$ cat src/rtl/pe_pkg.sv
// pe_pkg: shared frame geometry constants and window FSM state type for the PE input path
package pe_pkg;
  localparam int PAD_ROWS = 26;
  localparam int PAD_COLS = 34;
  localparam int KSIZE = 3;
  localparam int PIX_W = 8;
  localparam int COL_W = PAD_ROWS * PIX_W;
  typedef enum logic [1:0] {IDLE, FILL, STREAM, DRAIN} state_t;
endpackage

$ cat src/rtl/col_shift_reg.sv
// col_shift_reg: DEPTH-deep W-wide column shift register (clk, rst_n, shift, clr, din in; dout out, oldest column in MSB slice)
module col_shift_reg
  import pe_pkg::*;
#(
  parameter int DEPTH = KSIZE,
  parameter int W = COL_W
) (
  input  logic               clk,
  input  logic               rst_n,
  input  logic               shift,
  input  logic               clr,
  input  logic [W-1:0]       din,
  output logic [DEPTH*W-1:0] dout
);
  logic [DEPTH*W-1:0] data_q, data_d;
  always_comb data_d = clr ? '0 : shift ? {data_q[(DEPTH-1)*W-1:0], din} : data_q;
  always_ff @(posedge clk or negedge rst_n)
    if (!rst_n) data_q <= '0;
    else data_q <= data_d;
  assign dout = data_q;
endmodule

$ cat src/rtl/col_window_gen.sv
// col_window_gen: sliding KSIZE-column window over a padded column stream (clk, rst_n, en, in_col, in_vld in; win_data, win_vld, win_col, frame_done, frame_err out)
module col_window_gen #(
  parameter int ROWS = pe_pkg::PAD_ROWS,
  parameter int COLS = pe_pkg::PAD_COLS,
  parameter int KSIZE = pe_pkg::KSIZE,
  parameter int DW = pe_pkg::PIX_W
) (
  input  logic                     clk,
  input  logic                     rst_n,
  input  logic                     en,
  input  logic [ROWS*DW-1:0]       in_col,
  input  logic                     in_vld,
  output logic [KSIZE*ROWS*DW-1:0] win_data,
  output logic                     win_vld,
  output logic [5:0]               win_col,
  output logic                     frame_done,
  output logic                     frame_err
);
  import pe_pkg::*;
  localparam logic [5:0] KS = 6'(KSIZE);
  localparam logic [5:0] CN = 6'(COLS);
  state_t state_q, state_d;
  logic [5:0] cnt_q, cnt_d, cnt_inc;
  logic win_vld_q, win_vld_d, frame_done_q, frame_done_d, frame_err_q, frame_err_d;
  logic shift, clr;
  always_comb begin
    state_d = state_q;
    cnt_d = cnt_q;
    cnt_inc = cnt_q + 6'd1;
    win_vld_d = 1'b0;
    frame_done_d = 1'b0;
    frame_err_d = 1'b0;
    shift = 1'b0;
    clr = 1'b0;
    if (en) begin
      if (in_vld && state_q != DRAIN) begin
        shift = 1'b1;
        cnt_d = cnt_inc;
        win_vld_d = cnt_inc >= KS;
        frame_done_d = cnt_inc == CN;
        state_d = cnt_inc == CN ? DRAIN : cnt_inc >= KS ? STREAM : FILL;
      end else if (!in_vld && state_q != IDLE) begin
        // a drop before DRAIN means the frame was short
        state_d = IDLE;
        cnt_d = '0;
        frame_err_d = state_q != DRAIN;
        clr = state_q != DRAIN;
      end
    end
  end
  always_ff @(posedge clk or negedge rst_n)
    if (!rst_n) begin
      state_q <= IDLE;
      cnt_q <= '0;
      win_vld_q <= 1'b0;
      frame_done_q <= 1'b0;
      frame_err_q <= 1'b0;
    end else begin
      state_q <= state_d;
      cnt_q <= cnt_d;
      win_vld_q <= win_vld_d;
      frame_done_q <= frame_done_d;
      frame_err_q <= frame_err_d;
    end
  col_shift_reg #(.DEPTH(KSIZE), .W(ROWS*DW)) u_shift (
    .clk(clk),
    .rst_n(rst_n),
    .shift(shift),
    .clr(clr),
    .din(in_col),
    .dout(win_data)
  );
  assign win_vld = win_vld_q;
  assign win_col = win_vld_q ? cnt_q - KS : '0;
  assign frame_done = frame_done_q;
  assign frame_err = frame_err_q;
endmodule
$ cat config.mk
export PLATFORM = sky130hd
export DESIGN_NAME = col_window_gen
export DESIGN_NICKNAME = d
export VERILOG_FILES = /design/src/rtl/pe_pkg.sv /design/src/rtl/col_shift_reg.sv /design/src/rtl/col_window_gen.sv
export SDC_FILE = /design/constraint.sdc
export NUM_CORES = 1
export LEC_CHECK = 0
export CAP_MARGIN = 20
export CELL_PAD_IN_SITES_DETAIL_PLACEMENT = 0
export CELL_PAD_IN_SITES_GLOBAL_PLACEMENT = 1
export CORE_MARGIN = 2
export CORE_UTILIZATION = 25
export DETAILED_ROUTE_END_ITERATION = 10
export DONT_BUFFER_PORTS = 1
export GPL_TIMING_DRIVEN = 0
export HOLD_SLACK_MARGIN = 0.08
export PLACE_DENSITY_LB_ADDON = 0.1
export SYNTH_ARGS = -nofsm -noshare
export SYNTH_HDL_FRONTEND = slang
export SYNTH_HIERARCHICAL = 1
export SYNTH_SLANG_ARGS = --single-unit
$ cat constraint.sdc
create_clock -name clk -period 1.8 [get_ports clk]
set_input_delay 0.09 -clock clk [delete_from_list [all_inputs] [get_ports clk]]
set_output_delay 0.09 -clock clk [all_outputs]
set_load 0.01 [all_outputs]
== Word-level counts from Yosys, hierarchy flattened ==
Index checks and enable logic that the tools add are counted.
W data, S select, Z words.
Cells by class
  $add $sub $neg: 2
  multiply operators: 0
  div/mod/pow operators: 0
  order comparisons: 1
  equal/unequal tests: 2
  shifts and indexed selects: 0
  muxes and demuxes: 18
  bitwise operators: 0
  reduce and logical (&&, ||, !) cells: 7
Operator list (count)
  $mux W624: 2
  $mux W6: 3
  $mux W1: 9
  $mux W2: 4
  $add A6 B1 Y6 const B: 1
  $eq A6 B6 Y1 const B: 1
  $ge A6 B2 Y1 const B: 1
  $reduce_bool A2 Y1: 3
  $sub A6 B2 Y6 const B: 1
  $logic_and A1 B1 Y1: 2
  $ne A2 B2 Y1 const B: 1
  $reduce_and A2 Y1: 1
  $logic_not A1 Y1: 1
Storage, ports and cells
  register bits: 635
  latch bits: 0
  RAM bits: 0
  bits in read-only memories: 0
  input bits: 212
  memories kept: 0

== Logic depth before layout (Yosys ltp) ==
Gate-level depths: netlist of run 1.
  depth after elaboration: 6
  depth in mapped cells: 10
  depth with buffers taken out: 5

== Modules after synthesis ==
The synthesis of run 1 kept the hierarchy.
Modules (own cells, without submodules)
  col_shift_reg: times used 1, cells an instance 2011, area an instance 25354.3 µm², sequential area each 15615.0 µm²
  col_window_gen: times used 1, cells an instance 84, area an instance 744.5 µm², sequential area each 275.3 µm²

== Worst setup path before layout of run 1 ==
No wires, ideal clock.
  path kind: register -> register
  start point: register state_q[0]
  end point: register u_shift.data_q[208] (netlist: u_shift/dout[208])
  data arrival time: 1.644 ns
  required time: 1.668 ns
  setup slack: 0.024 ns
  cell stages (with the launch flop): 10
  path buffers: 5
  period minus slack after synthesis: 1.776 ns
  cell sequence: dfrtp_1 a21o_1 inv_1 buf_2 buf_2 buf_6 buf_12 buf_8 mux2i_1 nor2_1
RTL lines
  start: declaration: line col_window_gen.sv:22  | state_t state_q, state_d;
  start signal: assignment: line col_window_gen.sv:59  | state_q <= state_d;
  $ne A2 B2 Y1: line col_window_gen.sv:36  | if (in_vld && state_q != DRAIN) begin
  $logic_and A1 B1 Y1: line col_window_gen.sv:36
  $mux W1: line col_window_gen.sv:36
  $mux W1: line col_window_gen.sv:35  | if (en) begin
  named net shift: line col_window_gen.sv:25  | logic shift, clr;
  $reduce_bool A2 Y1 (no source line)
  end signal: assignment: line col_shift_reg.sv:19  | else data_q <= data_d;
  end: declaration: line col_shift_reg.sv:15  | logic [DEPTH*W-1:0] data_q, data_d;
The timed path passes the listed nets, and every way through them passes these cells.
A chain may end at the register's enable or synchronous reset.

==> results.md, run 1 <==
- Synthesis handed over a netlist of 2095 instances.
- The via count of the first global-routing pass is 18510.
- The final layout contains 2724 nets.
- The HPWL after detailed placement is 71430 µm.
- The number of flops mapped to enable cells by yosys is 0.
- The pre-CTS worst setup slack is -1.403 ns.
- In the synthesized netlist, the cells that appear most often are dfrtp_1, mux2i_1, nor2_1.
- The final sum of negative setup slack is -471.42 ns.
- The number of buffers inserted during clock tree synthesis is 80.
- The average vias per placed instance is 4.474.
- On the final layout, the worst hold slack is -0.8212 ns.
- In this run the number of H-tree levels came out at 3.
- The residual DRC count is 0.
- The routed design could run at a clock period as short as 3.723 ns.
- During placement, the flow inserted port buffers numbering 0.
- The setup-violating endpoint count in the final report is 848.
- The worst setup path is launched from a primary input.
- The leading area contributor after synthesis is dfrtp_1.
- In this run, the number of DRC markers left after iteration 0 of detailed routing was 774.
- The synthesized cell area is 0.02610 mm².
- The final wirelength is 105400 µm.
- The run finished, with violations left.
- The initialized floorplan defines 118 standard-cell rows.
- Synthesis instantiated 42 different standard cells from the library.
- In the final routed layout, each cell accounts on average for 26.68 µm.
- Data on the critical path arrives at its endpoint at 2.75 ns.
- The total count of max-transition violations in the final report is 550.
- Ranked by total cell area, the synthesized netlist is headed by dfrtp_1, mux2i_1, nor2_1, buf_8, clkbuf_1.
- The number of flip-flops and latches in the synthesized netlist is 635.
- In the synthesized netlist the async set-or-reset flop fraction comes to 1.000.
- The hold violation count in the final report is 240.
- The classification of the worst setup path is primary input to asynchronous set/reset pin.
- The class of the most critical hold timing path is primary input to asynchronous set/reset pin.
- For this run the aggregate overflow at the end of global routing stands at 0.
- For this run, the leading register cell type out of synthesis is dfrtp_1.
- For the pin with the worst max-slew slack, the measured transition is 5.376 ns.
- The I/O pin count is 845.
- Entering global routing, the biggest net connects 636 pins.
- STA puts the critical path data required time at 0.83 ns.
- After routing the design area is 0.03634 mm².
- The standard cell core area is 0.1035 mm².
- Dividing the synthesized area by the synthesized cell count gives 12.46 µm².
- The post-synthesis net count is 2310.
- The clock insertion delay at the later pin of the skew report is 0.63 ns.
- Counting along the longest clock path gives a buffer depth of 3.
- The floorplan step set the die width to 327.1 µm.
- The height of the chip is 327.1 µm.
- The signed area change from the synthesized netlist to the final layout is 39.23%.
- The number of antenna violations at the first check in global routing came to 1.
- The most common cell in the netlist is dfrtp_1.
- Derived from the worst setup path, the maximum achievable clock frequency is 0.2686 GHz.
- Setup repair after global routing could not meet its margin everywhere.
- In this run the tightest slew margin relative to its limit is -2.584.
- The share of the synthesized area in the top cell type is 0.6088.
- The leakage power is 0.01662 µW.
- After clock tree synthesis, the clock-pin slew on the worst setup and hold paths is 0.06 ns.
- The tree is rooted in a clkbuf_16.
- The total vias in the final route is 17670.
- The final core area utilization is 0.3511.
- After detailed placement, the total cell area comes to 0.02786 mm².
- The ratio of cells with drive above 1 in the final layout is 0.1744.
- TritonCTS built the clock tree.
- The wire length of the first global-routing pass is 141700 µm.
- Once routing completed, OpenROAD measured the worst setup slack at -1.923 ns.
- In this run the remaining antenna-violating nets after routing total 0.
- In the finished design, the share of the clock period the worst path needs comes to 2.068.
- The clock arrives with 0.02157 ns of skew.
- Yosys printed 6 warnings.
- Before antenna repair, the detailed router went through 4 iterations.
- Hold repair after CTS inserted 211 buffers.
- The power density normalized to cell area is 1769 mW/mm².
- For this configuration, the core starts out at a cell density of 0.2522.
- The final reports fail on negative hold slack, max-slew violations, negative setup slack.
- The maximum fanout along the worst path is 635.
- For this run, the total global-route usage over all layers was measured as 0.1810.
- The count of maximum capacitance violations is 0.
- The kind of end point of the critical path is an asynchronous set/reset pin.
- The floorplan step defined a die boundary enclosing 0.1070 mm².
- Routability-driven placement finished with a final weighted congestion of 0.8069.
- Of the synthesized area, sequential elements account for 0.6088.
- The largest voltage drop on the vdd net is 0.6858 mV.
- The clock drives 635 sinks.
-- area by class of cell --
cell class                      instances  area [µm²]
Clock buffer                          111        2290
Tap cell                             1380        1727
Multi-Input combinational cell       1310        9251
Clock inverter                         31       494.2
Antenna cell                            1       2.502
Timing Repair Buffer                  338        4696
Sequential cell                       635       15890
Buffer                                137        1957
Fill cell                           10270       67160
Inverter                                7       26.28
-- worst register-to-register path, stage by stage, from the launching register on --
cell and delay, ns:
dfrtp_1 0.42, a21o_1 0.25, inv_2 0.08, buf_6 0.12, buf_12 0.12, buf_12 0.12, buf_16 0.15, buf_12 0.16
clkbuf_16 0.17, mux2i_1 0.19, nor2_1 0.06
-- per-layer routing --
| layer | up-vias | track usage | wire length [µm] |
|---|---|---|---|
| met4 | 0 | 0.05903 | 2664 |
| met3 | 117 | 0.06425 | 8501 |
| met5 | - | 0 | 0 |
| li1 | 7850 | - | - |
| met1 | 9116 | 0.2070 | 41960 |
| met2 | 590 | 0.3137 | 52280 |
-- layout by cell type, fill, tap and decap left out, types with 2 or more instances in the layout --
master and n:
a21oi_1 5, and2_1 2, buf_12 89, buf_16 14, buf_2 3, buf_4 33, buf_6 24, buf_8 12
bufinv_16 13, clkbuf_1 15, clkbuf_16 138, clkbuf_2 15, clkbuf_4 12, clkbuf_8 20, clkinv_2 13, clkinvlp_4 4
dfrtp_1 633, dfrtp_2 2, dlygate4sd3_1 211, ha_1 2, inv_1 6, mux2i_1 589, mux2i_2 32, mux2i_4 5
nand2_1 11, nand3_1 4, nor2_1 626, o21ai_0 3, xnor2_1 2
-- worst paths after layout --
kind / startpoint / end / slack [ns] / depth (start not counted)
hold reg to reg: state_q[0]$_DFFE_PN0P_ / state_q[0]$_DFFE_PN0P_ / 0.58 / 2
max in group clk: cnt_q[0]$_DFFE_PN0P_ / win_col[5] / -0.17 / 5
hold / removal: rst_n / u_shift/dout[443]$_DFFE_PN0P_ / -0.82 / 0
setup reg to reg: state_q[0]$_DFFE_PN0P_ / u_shift/dout[325]$_DFFE_PN0P_ / -0.16 / 10
setup / recovery: rst_n / cnt_q[1]$_DFFE_PN0P_ / -1.92 / 0
min in group clk: in_col[182] / u_shift/dout[182]$_DFFE_PN0P_ / 0.17 / 3
-- what timing repair did --
action / 4_1_cts / 5_1_grt
buffers inserted: 28 / 35
pin swaps: 5 / 54
cloned: 11 / 58
endpoints found under the setup margin: 631 / 625
endpoints found under the hold margin: 852 / 635
resized for setup: 189 / 241
-- power breakdown --
group,switching [µW],internal [µW]
logic,6640,7020
registers,12600,20900
clock network,6430,10700
total,25600,38600
-- cells by family after synthesis --
| group | share of synthesized area |
|---|---|
| adder cells (fa/ha/maj) | 0.001438 |
| flip-flops | 0.6088 |
| AND/OR/NAND/NOR | 0.09713 |
| multiplexers | 0.2401 |
| XOR/XNOR | 0.001007 |
| AO/OA/AOI/OAI | 0.005274 |
| buffers and inverters | 0.04622 |
-- metrics by stage --
step	hold slack, ns	power [µW]	cells
finish	-0.8212	64280	3950
global route	-0.8634	67980	3950
CTS	-0.9051	63710	3868
detailed placement	-0.1919	44690	3477
global placement	-0.1904	44410	3475
floorplan	-0.2056	37040	2095
-- sequential cells by signal (all words and copies together), names as in the netlist --
name,count
frame_done,1
frame_err,1
cnt_q,6
u_shift/dout,624
win_vld,1
state_q,2
Note: power is estimated with default switching activity, not from simulation.
==> inputs of run 2 (changes only) <==
--- a/config.mk
+++ b/config.mk
@@ -8,14 +8,14 @@
 export CAP_MARGIN = 20
 export CELL_PAD_IN_SITES_DETAIL_PLACEMENT = 0
 export CELL_PAD_IN_SITES_GLOBAL_PLACEMENT = 1
-export CORE_MARGIN = 2
-export CORE_UTILIZATION = 25
+export CORE_AREA = 2 2 330 332
 export DETAILED_ROUTE_END_ITERATION = 10
+export DIE_AREA = 0 0 332 334
 export DONT_BUFFER_PORTS = 1
 export GPL_TIMING_DRIVEN = 0
 export HOLD_SLACK_MARGIN = 0.08
 export PLACE_DENSITY_LB_ADDON = 0.1
+export SKIP_LAST_GASP = 1
 export SYNTH_ARGS = -nofsm -noshare
 export SYNTH_HDL_FRONTEND = slang
-export SYNTH_HIERARCHICAL = 1
 export SYNTH_SLANG_ARGS = --single-unit
==> run 2 against run 1 <==
Effect of this change:
- the run still ends with negative hold slack, max-slew violations, negative setup slack left
- worst setup slack gained 0.76 ns
- clock-buffer cell count grew 1
- sequential cell count did not move
- total power shrank 14%
- cell area down 7.2%
- routed wire length grew 8.0%
- first-iteration DRC count up 46%
- utilization decreased by 3.8 points
- cell count rose by 18%
- combinational power decreased by 29%
==> results.md, run 2 <==
- The flow ran to the end, but the final reports show violations.
- The checks that failed: negative hold slack, max-slew violations, negative setup slack.
- The leading area contributor after synthesis is dfrtp_1.
- The setup-violating endpoint count in the final report is 271.
- The mean instance size in the synthesized netlist is 9.041 µm².
- The post-synthesis net count is 2999.
- The area enclosed by the die boundary is 0.1109 mm².
- Along the worst path, the maximum fanout reaches 635.
- In this run the critical register-to-register path is captured at u_shift.dout[343]$_DFFE_PN0P_.
- The average vias per placed instance is 4.573.
- The share of the synthesized area in the top cell type is 0.6313.
- The actual transition at the worst max-transition pin is 4.483 ns.
- The Yosys step of the flow raised 0 warnings.
- Clock tree synthesis found a total of 635 sinks.
- At the later pin of the worst-skew pair, clock insertion delay measures 0.64 ns.
- Global routing finished with a remaining overflow of 0.
- In the synthesized netlist, the cells that appear most often are nand2_1, dfrtp_1, a21oi_1.
- The number of flops mapped to enable cells by yosys is 0.
- The largest voltage drop on the vdd net is 0.7612 mV.
- The flip-flop cell with the highest count after synthesis is dfrtp_1.
- The worst reg2reg path startpoint is state_q[0]$_DFFE_PN0P_.
- The synthesized cell area is 0.02517 mm².
- For this run, the register share of the synthesized area comes to 0.6313.
- The kind of end point of the critical path is an asynchronous set/reset pin.
- Measured on the finished design, the core utilization comes to 0.3130.
- The number of flip-flops and latches in the synthesized netlist is 635.
- The standard cell core area is 0.1078 mm².
- For this run, the total global-route usage over all layers was measured as 0.2008.
- Setup repair after global routing could not meet its margin everywhere.
- The clock transition at the registers of the reported paths is 0.06 ns.
- The number of antenna violations at the first check in global routing was 6.
- Summed over all layers, the routed wires come to 113900 µm.
- The wire length of the first global-routing pass is 164000 µm.
- The worst hold-check slack is -0.8436 ns.
- The most common cell in the netlist is nand2_1.
- Synthesis produced a netlist whose cell count is 2784.
- Measured against its own limit, the worst slew margin works out to -1.988.
- The I/O pin count is 845.
- In this run the number of H-tree levels came out at 3.
- The leakage power is 0.01493 µW.
- The height of the chip is 334 µm.
- In the layout the commonest cells are nand2_1, dfrtp_1, a21oi_1.
- The total count of max-transition violations in the final report is 479.
- The worst hold path belongs to the class primary input to asynchronous set/reset pin.
- Of the available clock period, the critical path in the final layout requires 1.647.
- TritonCTS built the clock tree.
- The critical path launch point is rst_n.
- The clock passes through at most 3 buffers.
- The hold violation count in the final report is 408.
- The wire length per cell is 24.40 µm.
- The async set or reset register ratio after synthesis is 1.000.
- The starting density of the core is 0.2335.
- The worst-case reg-to-reg path depth is 7.
- For this run, design rule violations remaining after detail routing come to 0.
- The die is 332 µm wide.
- The first routing iteration left 1130 violations.
- Counting tap cells, the placed design contains a total of 4198 instances.
- Compared with the post-synthesis result, the final layout area differs by 34.03%.
- The classification of the worst setup path is primary input to asynchronous set/reset pin.
- The number of iterations in the first detailed-routing pass is 5.
- Of the cells placed in the final design, the portion with a size suffix greater than 1 is 0.1180.
- STA classifies the critical path startpoint as a primary input.
- The final RePlAce weighted congestion is 0.8528.
- Timing would allow up to 0.3374 GHz.
- By area the synthesized netlist is led by dfrtp_1, nand2_1, a21oi_1, o21ai_0, buf_2.
- Once layout is complete, the cells apart from fillers number 4666.
- The routed layout has 21340 vias.
- The count of hold buffers inserted by post-cts repair is 298.
- The count of nets left with antenna violations once routing finished came out at 0.
- CTS placed an instance of clkbuf_16 at the clock tree root.
- Max-cap violations in this run came to 0.
- Subtracting the final worst setup slack from the clock period gives 2.964 ns.
- The via count of the first global-routing pass is 22100.
- Entering global routing, the biggest net connects 636 pins.
- The arrival time reported for the critical path endpoint is 2.31 ns.
- For the worst setup path, the data required time is 1.15 ns.
- The HPWL reported at the end of detailed placement is 84530 µm.
- The worst setup margin is -1.164 ns.
- The row count is 121.
- The worst clock skew on the final layout is 0.01496 ns.
- The number of buffers inserted during clock tree synthesis is 81.
- Buffers placed on the I/O ports in this run total 0.
- The setup slack on the worst flop-to-flop path is 0.09 ns.
- The register with the most flip-flops in the layout has 624 of them.
- The most frequent standard cell in the layout excluding fill and tap cells is nand2_1.
- The number of different library cells used by synthesis comes to 31.
- The power density normalized to cell area is 1648 mW/mm².
- The number of nets in the finished design is 3398.
-- run 2: cell type report --
class                   instances  area, µm²
clock buffers                 112       2326
plain buffers                 211       1778
flip-flops and latches        635      15900
multi-input cells            1933       8302
fillers                     11390      74060
inverters                       2      7.507
well taps                    1414       1769
repair buffers                319       3214
clock inverters                35      431.7
diodes                          5      12.51
-- run 2: worst max-delay path by stage --
stage | endpoint | slack [ns] | depth (start not counted)
3_5_place_dp | u_shift.dout[619]$_DFFE_PN0P_ | -0.80 | 6
3_3_place_gp | u_shift.dout[615]$_DFFE_PN0P_ | -0.79 | 6
5_1_grt | win_col[5] | -0.23 | 4
2_1_floorplan | state_q[1]$_DFFE_PN0P_ | 0.15 | 6
6_report | cnt_q[1]$_DFFE_PN0P_ | -1.16 | 0
4_1_cts | win_col[3] | -0.22 | 3
-- run 2: routing by layer --
layer  routed length (µm)  global-route usage
met1                43220              0.2261
met2                58280              0.3574
met3                 9334             0.06761
met4                 3020             0.06112
met5                    0                   0
-- run 2: power breakdown --
part,internal [µW],leakage (µW),switching [µW],total (µW)
clock network,10300,0.00137,6640,17000
registers,19300,0.00832,9610,28900
logic,4270,0.00525,5420,9690
-- run 2: worst register-to-register path: stages, from the launching register on --
cell	delay, ns
dfrtp_2	0.44
xnor2_2	0.16
nor3b_4	0.20
buf_4	0.14
buf_12	0.14
bufbuf_16	0.30
buf_6	0.17
a21oi_1	0.06
-- run 2: cells by family after synthesis --
kind of cell    share of synthesized area
simple gates                       0.1934
compound gates                     0.1286
flops                              0.6313
buf+inv                           0.04310
xor+xnor                         0.002088
fa+ha+maj                        0.001491
-- run 2: what timing repair did --
| item | CTS | global route |
|---|---|---|
| setup buffers | 16 | 3 |
| pin swaps | 6 | 1 |
| cloned | 2 | 0 |
| endpoints found under the hold margin | 851 | 635 |
| resized for setup | 189 | 119 |
| endpoints found under the setup margin | 639 | 603 |
-- run 2: per-stage QoR --
| step | instance area, µm² | total power [µW] | setup TNS (ns) | setup WS (ns) | hold slack (ns) |
|---|---|---|---|---|---|
| 6_report | 33740 | 55590 | -153.48 | -1.164 | -0.8436 |
| 5_1_grt | 33730 | 58770 | -0.7136 | -0.2316 | -0.8835 |
| 4_1_cts | 33420 | 56340 | -1.631 | -0.2157 | -0.9155 |
| 3_5_place_dp | 26940 | 37600 | -383.72 | -0.8028 | -0.1929 |
| 3_3_place_gp | 26940 | 37280 | -379.61 | -0.7889 | -0.1881 |
| 2_1_floorplan | 25170 | 31150 | 0 | 0.1505 | -0.2056 |
==> inputs of run 3 (changes only) <==
--- a/config.mk
+++ b/config.mk
@@ -7,7 +7,7 @@
 export LEC_CHECK = 0
 export CAP_MARGIN = 20
 export CELL_PAD_IN_SITES_DETAIL_PLACEMENT = 0
-export CELL_PAD_IN_SITES_GLOBAL_PLACEMENT = 1
+export CELL_PAD_IN_SITES_GLOBAL_PLACEMENT = 2
 export CORE_AREA = 2 2 330 332
 export DETAILED_ROUTE_END_ITERATION = 10
 export DIE_AREA = 0 0 332 334
==> run 3 against run 2 <==
Effect of this change:
- worst setup slack better by 1.0 ns
- sequential cell count unchanged
- highest routed layer is now met5
- clock-buffer cell count increased by 10
- via count is 1.5% lower
- total power is 1.8% lower
- the flow still finishes with violations (negative hold slack, max-slew violations, negative setup slack)
- global-route usage increased by 0.34 points
- utilization decreased by 0.52 points
==> results.md, run 3 (synthesis gave the netlist of run 2 again) <==
- The flow ran to the end, but the final reports show violations.
- The final reports fail on negative hold slack, max-slew violations, negative setup slack.
- The highest layer touched by signal routing is met5.
- The number of antenna violations at the first check in global routing is 3.
- The critical path required time is 1.71 ns.
- STA classifies the critical path startpoint as a flip-flop.
- The worst pin sits at a relative slew slack of -0.6358.
- CTS saw 635 sinks.
- The setup-violating endpoint count in the final report is 4.
- The number of buffers inserted during clock tree synthesis is 81.
- Of all nets on the critical path, the largest fanout is 4.
- Timing would allow up to 0.5141 GHz.
- The largest voltage drop on the vdd net is 0.5764 mV.
- The hold violation count in the final report came to 635.
- The leakage power is 0.01468 µW.
- The maximum number of pins on one net before global-route repair is 636.
- The wire length per cell is 24.95 µm.
- For this run the aggregate overflow at the end of global routing stands at 0.
- The library cells used most frequently in the layout, excluding fill and tap cells, are nand2_1, dfrtp_1, a21oi_1.
- The setup slack on the worst flop-to-flop path is 0.05 ns.
- The wire length of the first global-routing pass is 164800 µm.
- For this run, the total global-route usage over all layers was measured as 0.2042.
- The worst register-to-register path ends at state_q[1]$_DFFE_PN0P_.
- Wire segments on met2 add up to 57990 µm in the final route.
- The residual DRC count is 0.
- The remaining number of nets flagged by the antenna check after routing is 0.
- STA classifies the critical path endpoint as a primary output.
- The most frequent standard cell in the layout excluding fill and tap cells is nand2_1.
- The detailed route wirelength on metal3 is 10050 µm.
- The startpoint identified for the worst register-to-register timing path is cnt_q[1]$_DFFE_PN0P_.
- The final cell count without fillers is 4628.
- Setup repair after global routing could not meet its margin everywhere.
- For this design the top-level I/O count stands at 845.
- The core region is 0.1078 mm².
- The total count of max-transition violations in the final report is 314.
- The total vias in the final route is 21020.
- The number of nets in the finished design is 3368.
- The detailed router's first-iteration violation count is 1170.
- In this run the worst hold path is classified as primary input to asynchronous set/reset pin.
- The post-route clock period utilization is 1.081.
- In this run the tool buffered the top-level ports with 0 buffer cells.
- The register with the most flip-flops in the layout has 624 of them.
- The clock insertion delay at the later pin of the skew report is 0.65 ns.
- The classification of the worst setup path is flip-flop to primary output.
- The worst hold-check slack is -0.8509 ns.
- Counting the fill cells in the layout gives 11420.
- The signed area change from the synthesized netlist to the final layout is 31.81%.
- Row generation in the floorplan step produced 121 rows.
- For the pin with the worst max-slew slack, the measured transition is 2.454 ns.
- The number of placed instances, taps included, is 4198.
- Clock-pin slew was measured on the worst setup and hold paths at 0.06 ns.
- The via count of the first global-routing pass is 21860.
- TritonCTS built the clock tree.
- The post-route met1 wirelength is 43620 µm.
- The count of hold buffers inserted by post-cts repair is 275.
- The ratio of cells with drive above 1 in the final layout is 0.1129.
- The area enclosed by the die boundary is 0.1109 mm².
- The average vias per placed instance is 4.542.
- For this configuration, the core starts out at a cell density of 0.2335.
- Before antenna repair, the detailed router went through 5 iterations.
- The die width is 332 µm.
- Between clock sinks in the finished design, the worst skew comes to 0.02036 ns.
- The final wirelength is 115500 µm.
- The floorplan step set the die height to 334 µm.
- The root buffer cell is clkbuf_16.
- The HPWL reported at the end of detailed placement is 86070 µm.
- Data on the critical path arrives at its endpoint at 1.86 ns.
- Max-cap violations in this run came to 0.
- Dividing total power by cell area gives a power density of 1646 mW/mm².
- For the finished layout, the period the worst path requires is 1.945 ns.
- The worst-case reg-to-reg path depth is 7.
- Counting along the longest clock path gives a buffer depth of 3.
- The worst setup margin is -0.1451 ns.
- The total number of H-tree levels is 3.
- At the end of routability-driven placement, the weighted congestion stood at 0.8191.
## run 3: cell types whose count changed in the layout (fill, tap and decap cells not counted), moves of 5 or more
cell / change
buf_8: +5
clkbuf_2: +11
bufinv_16: -5
clkinv_2: -9
buf_12: -5
clkbuf_4: -26
dlygate4sd3_1: -23
clkbuf_1: +6
buf_4: +19
## run 3: worst max-delay path by stage
stage,slack [ns],end,start
floorplan,0.15,state_q[1]$_DFFE_PN0P_,cnt_q[0]$_DFFE_PN0P_
global placement,-0.58,u_shift.dout[53]$_DFFE_PN0P_,state_q[0]$_DFFE_PN0P_
detailed placement,-0.58,cnt_q[2]$_DFFE_PN0P_,state_q[0]$_DFFE_PN0P_
CTS,-0.19,win_col[5],cnt_q[2]$_DFFE_PN0P_
global route,-0.20,win_col[5],cnt_q[2]$_DFFE_PN0P_
finish,-0.15,win_col[3],cnt_q[0]$_DFFE_PN0P_
## run 3: layout make-up
class | instances | area, µm² | share of cell area
timing repair buffer | 289 | 2880 | 0.08681
tap | 1414 | 1769 | 0.05332
clock inverter | 15 | 186.4 | 0.005619
antenna | 7 | 17.52 | 0.0005280
sequential | 635 | 15900 | 0.4792
inverter | 2 | 10.01 | 0.0003017
buffer | 211 | 1715 | 0.05170
multi-input combinational | 1933 | 8298 | 0.2501
clock buffer | 122 | 2404 | 0.07244
## run 3: per-stage QoR
| stage | TNS [ns] | total power (µW) | area, µm² | utilization | worst slack [ns] |
|---|---|---|---|---|---|
| 2_1_floorplan | 0 | 31150 | 25170 | - | 0.1505 |
| 3_3_place_gp | -228.62 | 37440 | 26940 | 0.2499 | -0.5792 |
| 3_5_place_dp | -238.27 | 37740 | 26940 | 0.2499 | -0.5831 |
| 4_1_cts | -4.253 | 55350 | 32830 | 0.3046 | -0.1911 |
| 5_1_grt | -0.8184 | 57800 | 33160 | 0.3076 | -0.2011 |
| 6_report | -0.3832 | 54600 | 33180 | 0.3078 | -0.1451 |
## run 3: timing repair
| item | 4_1_cts | 5_1_grt |
|---|---|---|
| setup endpoints to repair | 639 | 636 |
| gates cloned | 0 | 1 |
| pin swaps | 5 | 3 |
| buffers inserted | 10 | 4 |
| resized for setup | 179 | 124 |
| endpoints found under the hold margin | 852 | 635 |
## run 3: report_power, final
group	total, µW	internal (µW)	switching [µW]
sequential	29000	19300	9660
combinational	9440	4040	5400
clock	16200	9710	6460
## run 3: layer usage
layer  global-route usage  vias up
met5                    0        -
met4              0.07137        2
met3              0.07596      156
li1                     -     9773
met2               0.3580      697
met1               0.2263    10390
## run 3: worst max-delay path, cell delays in order, from the launching register on
cell	delay (ns)
dfrtp_2	0.44
and2_4	0.19
or3_4	0.34
a21boi_4	0.26
